**src/rtl/ram_access_arbiter.sv**
```systemverilog
// Two-requester round-robin arbiter in front of a single-port-per-direction RAM.
// Optional macro ARB_INIT_SWEEP_EN: after reset, zero every RAM word before
// accepting commands.
module ram_access_arbiter #(
    parameter int unsigned RAM_WIDTH = 16,
    parameter int unsigned RAM_DEPTH = 8,
    parameter int unsigned ADDR_SIZE = 3
) (
    input  logic                 clk,
    input  logic                 clr,
    input  logic                 a_req,
    input  logic                 a_we,
    input  logic [ADDR_SIZE-1:0] a_addr,
    input  logic [RAM_WIDTH-1:0] a_wdata,
    input  logic                 b_req,
    input  logic                 b_we,
    input  logic [ADDR_SIZE-1:0] b_addr,
    input  logic [RAM_WIDTH-1:0] b_wdata,
    output logic                 a_gnt,
    output logic                 a_rvalid,
    output logic [RAM_WIDTH-1:0] a_rdata,
    output logic                 b_gnt,
    output logic                 b_rvalid,
    output logic [RAM_WIDTH-1:0] b_rdata,
    output logic                 ram_wr_en,
    output logic                 ram_rd_en,
    output logic [ADDR_SIZE-1:0] ram_wr_ad,
    output logic [ADDR_SIZE-1:0] ram_rd_ad,
    output logic [RAM_WIDTH-1:0] ram_data_in,
    input  logic [RAM_WIDTH-1:0] ram_data_out,
    output logic                 busy
);

    localparam logic IdA = 1'b0;
    localparam logic IdB = 1'b1;

    logic                 last_q, last_d;
    logic                 rd_pend_q, rd_pend_d;
    logic                 rd_tag_q, rd_tag_d;
    logic                 sweep_act;
    logic [ADDR_SIZE-1:0] sweep_addr;
    logic                 gnt_any;
    logic                 g_we;
    logic [ADDR_SIZE-1:0] g_addr;
    logic [RAM_WIDTH-1:0] g_wdata;

`ifdef ARB_INIT_SWEEP_EN
    typedef enum logic [0:0] {StInit, StRun} state_e;

    state_e               state_q, state_d;
    logic [ADDR_SIZE-1:0] cnt_q, cnt_d;

    // Sweep FSM: walk the counter over every word once, then stay in run.
    always_comb begin
        state_d = state_q;
        cnt_d   = cnt_q;
        case (state_q)
            StInit: begin
                cnt_d = cnt_q + ADDR_SIZE'(1);
                if (cnt_q == ADDR_SIZE'(RAM_DEPTH - 1)) begin
                    state_d = StRun;
                    cnt_d   = '0;
                end
            end
            StRun:   state_d = StRun;
            default: state_d = StInit;
        endcase
    end

    // Sweep state register; clr restarts the sweep from word 0.
    always_ff @(posedge clk) begin
        if (clr) begin
            state_q <= StInit;
            cnt_q   <= '0;
        end else begin
            state_q <= state_d;
            cnt_q   <= cnt_d;
        end
    end

    assign sweep_act  = ~clr & (state_q == StInit);
    assign sweep_addr = cnt_q;
    assign busy       = clr | (state_q == StInit);
`else
    assign sweep_act  = 1'b0;
    assign sweep_addr = '0;
    assign busy       = clr;
`endif

    // Round-robin grant: on contention the side not granted last wins.
    always_comb begin
        a_gnt = 1'b0;
        b_gnt = 1'b0;
        if (!busy) begin
            if (a_req && b_req) begin
                if (last_q == IdB) a_gnt = 1'b1;
                else               b_gnt = 1'b1;
            end else begin
                a_gnt = a_req;
                b_gnt = b_req;
            end
        end
    end

    // Select the granted command.
    always_comb begin
        gnt_any = a_gnt | b_gnt;
        g_we    = b_gnt ? b_we    : a_we;
        g_addr  = b_gnt ? b_addr  : a_addr;
        g_wdata = b_gnt ? b_wdata : a_wdata;
    end

    // RAM port drive: sweep has priority (grants are blocked then anyway).
    always_comb begin
        ram_wr_en   = 1'b0;
        ram_rd_en   = 1'b0;
        ram_wr_ad   = '0;
        ram_rd_ad   = '0;
        ram_data_in = '0;
        if (sweep_act) begin
            ram_wr_en = 1'b1;
            ram_wr_ad = sweep_addr;
        end else if (gnt_any) begin
            if (g_we) begin
                ram_wr_en   = 1'b1;
                ram_wr_ad   = g_addr;
                ram_data_in = g_wdata;
            end else begin
                ram_rd_en = 1'b1;
                ram_rd_ad = g_addr;
            end
        end
    end

    // Next state for last-grant and the tagged pending read.
    always_comb begin
        last_d    = last_q;
        rd_pend_d = 1'b0;
        rd_tag_d  = rd_tag_q;
        if (gnt_any) begin
            last_d = b_gnt ? IdB : IdA;
            if (!g_we) begin
                rd_pend_d = 1'b1;
                rd_tag_d  = b_gnt ? IdB : IdA;
            end
        end
    end

    // Arbiter state register; reset makes A win the first contention.
    always_ff @(posedge clk) begin
        if (clr) begin
            last_q    <= IdB;
            rd_pend_q <= 1'b0;
            rd_tag_q  <= IdA;
        end else begin
            last_q    <= last_d;
            rd_pend_q <= rd_pend_d;
            rd_tag_q  <= rd_tag_d;
        end
    end

    // Route returning read data to the tagged requester; clr kills it.
    always_comb begin
        a_rvalid = rd_pend_q & ~clr & (rd_tag_q == IdA);
        b_rvalid = rd_pend_q & ~clr & (rd_tag_q == IdB);
        a_rdata  = a_rvalid ? ram_data_out : '0;
        b_rdata  = b_rvalid ? ram_data_out : '0;
    end

endmodule

```
**config.mk**
```make
export PLATFORM = sky130hd
export DESIGN_NAME = ram_access_arbiter
export DESIGN_NICKNAME = d
export VERILOG_FILES = /design/src/rtl/ram_access_arbiter.sv
export SDC_FILE = /design/constraint.sdc
export NUM_CORES = 1
export LEC_CHECK = 0
export ABC_CLOCK_PERIOD_IN_PS = 1100
export CAP_MARGIN = 10
export CORE_UTILIZATION = 22
export CTS_BUF_LIST = sky130_fd_sc_hd__clkbuf_16
export DETAILED_ROUTE_END_ITERATION = 12
export PLACE_DENSITY = 0.73
export SYNTH_ARGS = -nofsm -noshare
export SYNTH_HDL_FRONTEND = slang
export SYNTH_SLANG_ARGS = --single-unit
```
**constraint.sdc**
```tcl
create_clock -name clk -period 1.1 [get_ports clk]
set_input_delay 0.165 -clock clk [delete_from_list [all_inputs] [get_ports clk]]
set_output_delay 0.165 -clock clk [all_outputs]
set_load 0.01 [all_outputs]
```
Word level (Yosys, flattened, before mapping)
Cells that the tools add are included.

Bits in registers: 3. Output and inout bits: 61.

Multiplexer cells: 22. Bitwise operators: 7. Reduce and logical (&&, ||, !) cells: 2.

Operators with widths (count): $mux W16 (5); $mux W3 (5); $mux W1 (12); $and A1 B1 Y1 (3); $not A1 Y1 (3); $reduce_and A2 Y1 (1); $logic_and A1 B1 Y1 (1); $or A1 B1 Y1 (1).

Logic depth before layout (Yosys ltp)
Depth after elaboration: 6. Mapped depth: 4.

Worst setup path after synthesis
OpenSTA, ideal clock, no wires.

Kind: reg-to-output. Start point: register last_q. End point: output ram_rd_ad[0]. Arrival time: 1152 ps. Data required time: 935 ps. Slack: -217 ps. Stages on the path, launching flop included: 5. Buffers on the path: 1. Path through: dfxtp_1 > a21bo_2 > buf_2 > o21ai_0 > a211oi_1.

Longest elaborated chain between the ends: 6. Elaborated cells on any way between the ends: 11. Classes of those cells: mux (10); bitwise (1).

RTL lines: start: declaration (line 37) `logic last_q, last_d;`; start signal: assignment (line 152) `last_q <= IdB;`; start signal: assignment (line 156) `last_q <= last_d;`; $mux W1 (line 96) `if (last_q == IdB) a_gnt = 1'b1;`; $mux W1 (line 95) `if (a_req && b_req) begin`; $mux W1 (line 94) `if (!busy) begin`; $mux W3 / $mux W1 (equally long branches) (line 109, 108); $mux W3 (line 124) `if (g_we) begin`; $mux W3 * (line 123) `end else if (gnt_any) begin`; end: declaration (line 28) `output logic [ADDR_SIZE-1:0] ram_rd_ad,`.

Every way passes the cells marked *; elsewhere a longest branch is shown, timed or not.

Worst setup path after layout
Start point: register last_q. End point: output ram_data_in[0].

Longest elaborated chain between the ends: 6. Elaborated cells on any way between the ends: 11. Classes of those cells: mux (10); bitwise (1).

RTL lines: $mux W1 (line 96); $mux W1 (line 95); $mux W1 (line 94); $mux W16 / $mux W1 (equally long branches) (line 110, 108); $mux W16 (line 124); $mux W16 * (line 123); end: declaration (line 29) `output logic [RAM_WIDTH-1:0] ram_data_in,`.

Marks and branches as above.

==> flow_summary.ini <==
[power]
ir_worst_vdd_v = 0.000501
powerDensity_nw_per_um2 = 553
power_w = 0.00154
p_leak_nw = 1.20

[placed_design]
routabilityCongestion = 0.755
dp_hpwl_um = 3370
io_buffers = 120
placed_cells = 310

[drt]
drt_iter0_drc = 47
firstDrtPassIters = 4
vias_per_cell = 4.92
ant_nets = 0
vias = 1619
wl_per_cell_um = 15.9
drt_wl_total_um = 5240
drc = 0

[yosys]
synth-compound-area-share_pct = 37.3
synth_fa_ha_area_share_pct = 0
yosys.area_share.simple_pct = 46.1
yosys.area.top_type = and2_1
yosys.area.top_type_share_pct = 23.0
synth.distinct_cells = 20
synth_area_per_cell_um2 = 6.51
synth_area_leaders = and2_1, a211oi_1, nand3b_1, o21ai_0, dfxtp_1
synth_cells = 134
synth_seq_area_share_pct = 6.89
netlist_area_um2 = 872
synth-xor-area-share_pct = 0
synth.area.mux_share_pct = 0
synth_top_family_by_area = simple AND/OR/NAND/NOR gates
synthesis.nets = 194
ys_seq_elements = 3
yosysWarnings = 0

[timing]
fin_skew_ns = 0.0000853
finalMaxSlewViolations = 0
finalWorstSetupSlack_ns = -0.592
slew_headroom_pct = 82.1
hold_viol = 0
min_period_ns = 1.69
grt_setup_unrepaired = true
fmax_mhz = 591
fin_crit_sh_pct = 154
tightest_slew_ns = 0.269
whs_ns = 0.394
setup_viol_count_final = 61

[critical_path]
path_cells = a21boi_4 > buf_12 > a32oi_4 > buf_12 > a211oi_4 > buf_2
path_max_fanout = 11
critPathSlowestCell = dfxtp_4
critPathRequiredTime_ns = 0.94
worstSetupStartpointType = flop
endpoint_kind = primary output
crit_path_frequent_cell = buf_12
critPathKind = flop to primary output
worstPathArrival_ns = 1.53
cpPeakStageDelay_ns = 0.35

[clock_tree]
clock-sinks = 3
cts_hold_buf = 0
clk_pin_slew_ns = 0.03
htree_levels = 1
cts_tree = done
cts_buffer_depth = 2
clock_latency_ns = 0.22
numCtsBuffers = 3
cts.root.buffer_cell = clkbuf_16

[finish]
drive_gt1_share_pct = 61.2
antenna_cells = 0
area_growth_syn_to_layout_pct = 219
nets = 342
final_util_pct = 74.4
fin_cells = 329

[global_routing]
grt_pass1_wl_um = 7830
grt_max_degree = 28
antenna_found_initial = 0
gr-usage-met3_pct = 6.69
overflow = 0
grt_usage_pct = 23.8
gr-max-usage-layer = met2
grt_pass1_vias = 1592
gr-usage-met2_pct = 45.4
grt_use_met1_pct = 25.0

[floorplan]
dieArea_um2 = 4220
rows = 22
dieHeight_um = 65.0
dieWidth_um = 65.0
ios = 121
core-area_um2 = 3740
start_util_pct = 23.3

[run_status]
violations = negative setup slack
status = finished, violations left

[job]
drv_cap = 0

[hold_path]
hp-class = input port to flop
## worst max-delay path: cells and delay by family (launching register included)
kind	cells	cell delay, ns
flops	1	0.35
buf+inv	3	0.48
compound gates	3	0.47
## cell type report
class                           instances  area [µm²]
Inverter                                2        7.51
Timing Repair Buffer                  158        1540
Multi-Input combinational cell        114        1030
Sequential cell                         3        66.3
Tap cell                               48        60.1
Clock inverter                          1        3.75
Clock buffer                            3        75.1
Fill cell                             290         958
## report_power, final
group	switching, W	internal, W	leakage [nW]	total, W
clock network	0.000101	0.000469	0.0423	0.000570
registers	0.00000713	0.000117	0.0256	0.000124
logic	0.000348	0.000498	1.13	0.000846
## cells by family after synthesis
family,Yosys count
simple gates,63
flops,3
buf+inv,19
compound gates,49
## stage by stage
| stage | area (µm²) | setup slack [ns] | setup TNS (ns) |
|---|---|---|---|
| after floorplan | 1070 | -0.113 | -2.15 |
| after detailed placement | 2480 | -1.12 | -44.70 |
| after global placement | 2480 | -1.08 | -43.73 |
| after CTS | 2660 | -0.602 | -24.41 |
| final | 2790 | -0.592 | -24.21 |
| after global routing | 2790 | -0.641 | -27.28 |
## path summary, 6_finish.rpt
| kind | startpoint | end | slack (ns) | cells after the start |
|---|---|---|---|---|
| setup reg to reg | last_q | rd_pend_q | 0 | 5 |
| hold / removal | clr | rd_pend_q | 0.39 | 3 |
| setup / recovery | last_q | ram_data_in[0] | -0.59 | 6 |
| hold reg to reg | rd_tag_q | rd_tag_q | 0.68 | 3 |
## synthesized netlist by cell type (all sizes together)
cell and number:
clkbuf 9, and3b 1, nor3b 1, a211oi 23, nand2b 2, and2 32
a21boi 1, dfxtp 3, buf 8, a21bo 1, a21oi 1, nor2 5
o2bb2ai 1, inv 2, nand2 3, a32oi 2, nand3b 19, o21ai 20
## cell usage in the layout, fill, tap and decap left out, types with 2 or more instances in the layout
master / synthesis / layout
a21bo_4: 0 / 3
buf_2: 7 / 27
inv_1: 2 / 3
and2_4: 0 / 31
dfxtp_2: 0 / 2
dlygate4sd2_1: 0 / 2
o21ai_0: 20 / 9
nand3b_1: 19 / 19
clkbuf_16: 0 / 3
o21ai_1: 0 / 8
nor2_1: 5 / 4
a211oi_2: 0 / 21
buf_4: 1 / 14
nand2_1: 3 / 3
buf_6: 0 / 51
clkdlybuf4s50_1: 0 / 55
buf_12: 0 / 6
o21ai_2: 0 / 3
## what timing repair did
| action | 4_1_cts | 5_1_grt |
|---|---|---|
| pin swaps | 41 | 9 |
| endpoints found under the setup margin | 62 | 61 |
| buffers inserted | 12 | 2 |
| gates resized for setup | 307 | 36 |
| gates cloned | 4 | 0 |
## registers in the layout, summed over array words and instances (netlist names)
register   cells
rd_pend_q      1
last_q         1
rd_tag_q       1
## per-layer routing
| metal | up-vias | share of wire (%) |
|---|---|---|
| met3 | 2 | 9.0 |
| met2 | 89 | 53 |
| li1 | 787 | - |
| met1 | 741 | 37 |
| met4 | 0 | 0.40 |
| met5 | - | 0 |
(Power assumes the default switching activity.)
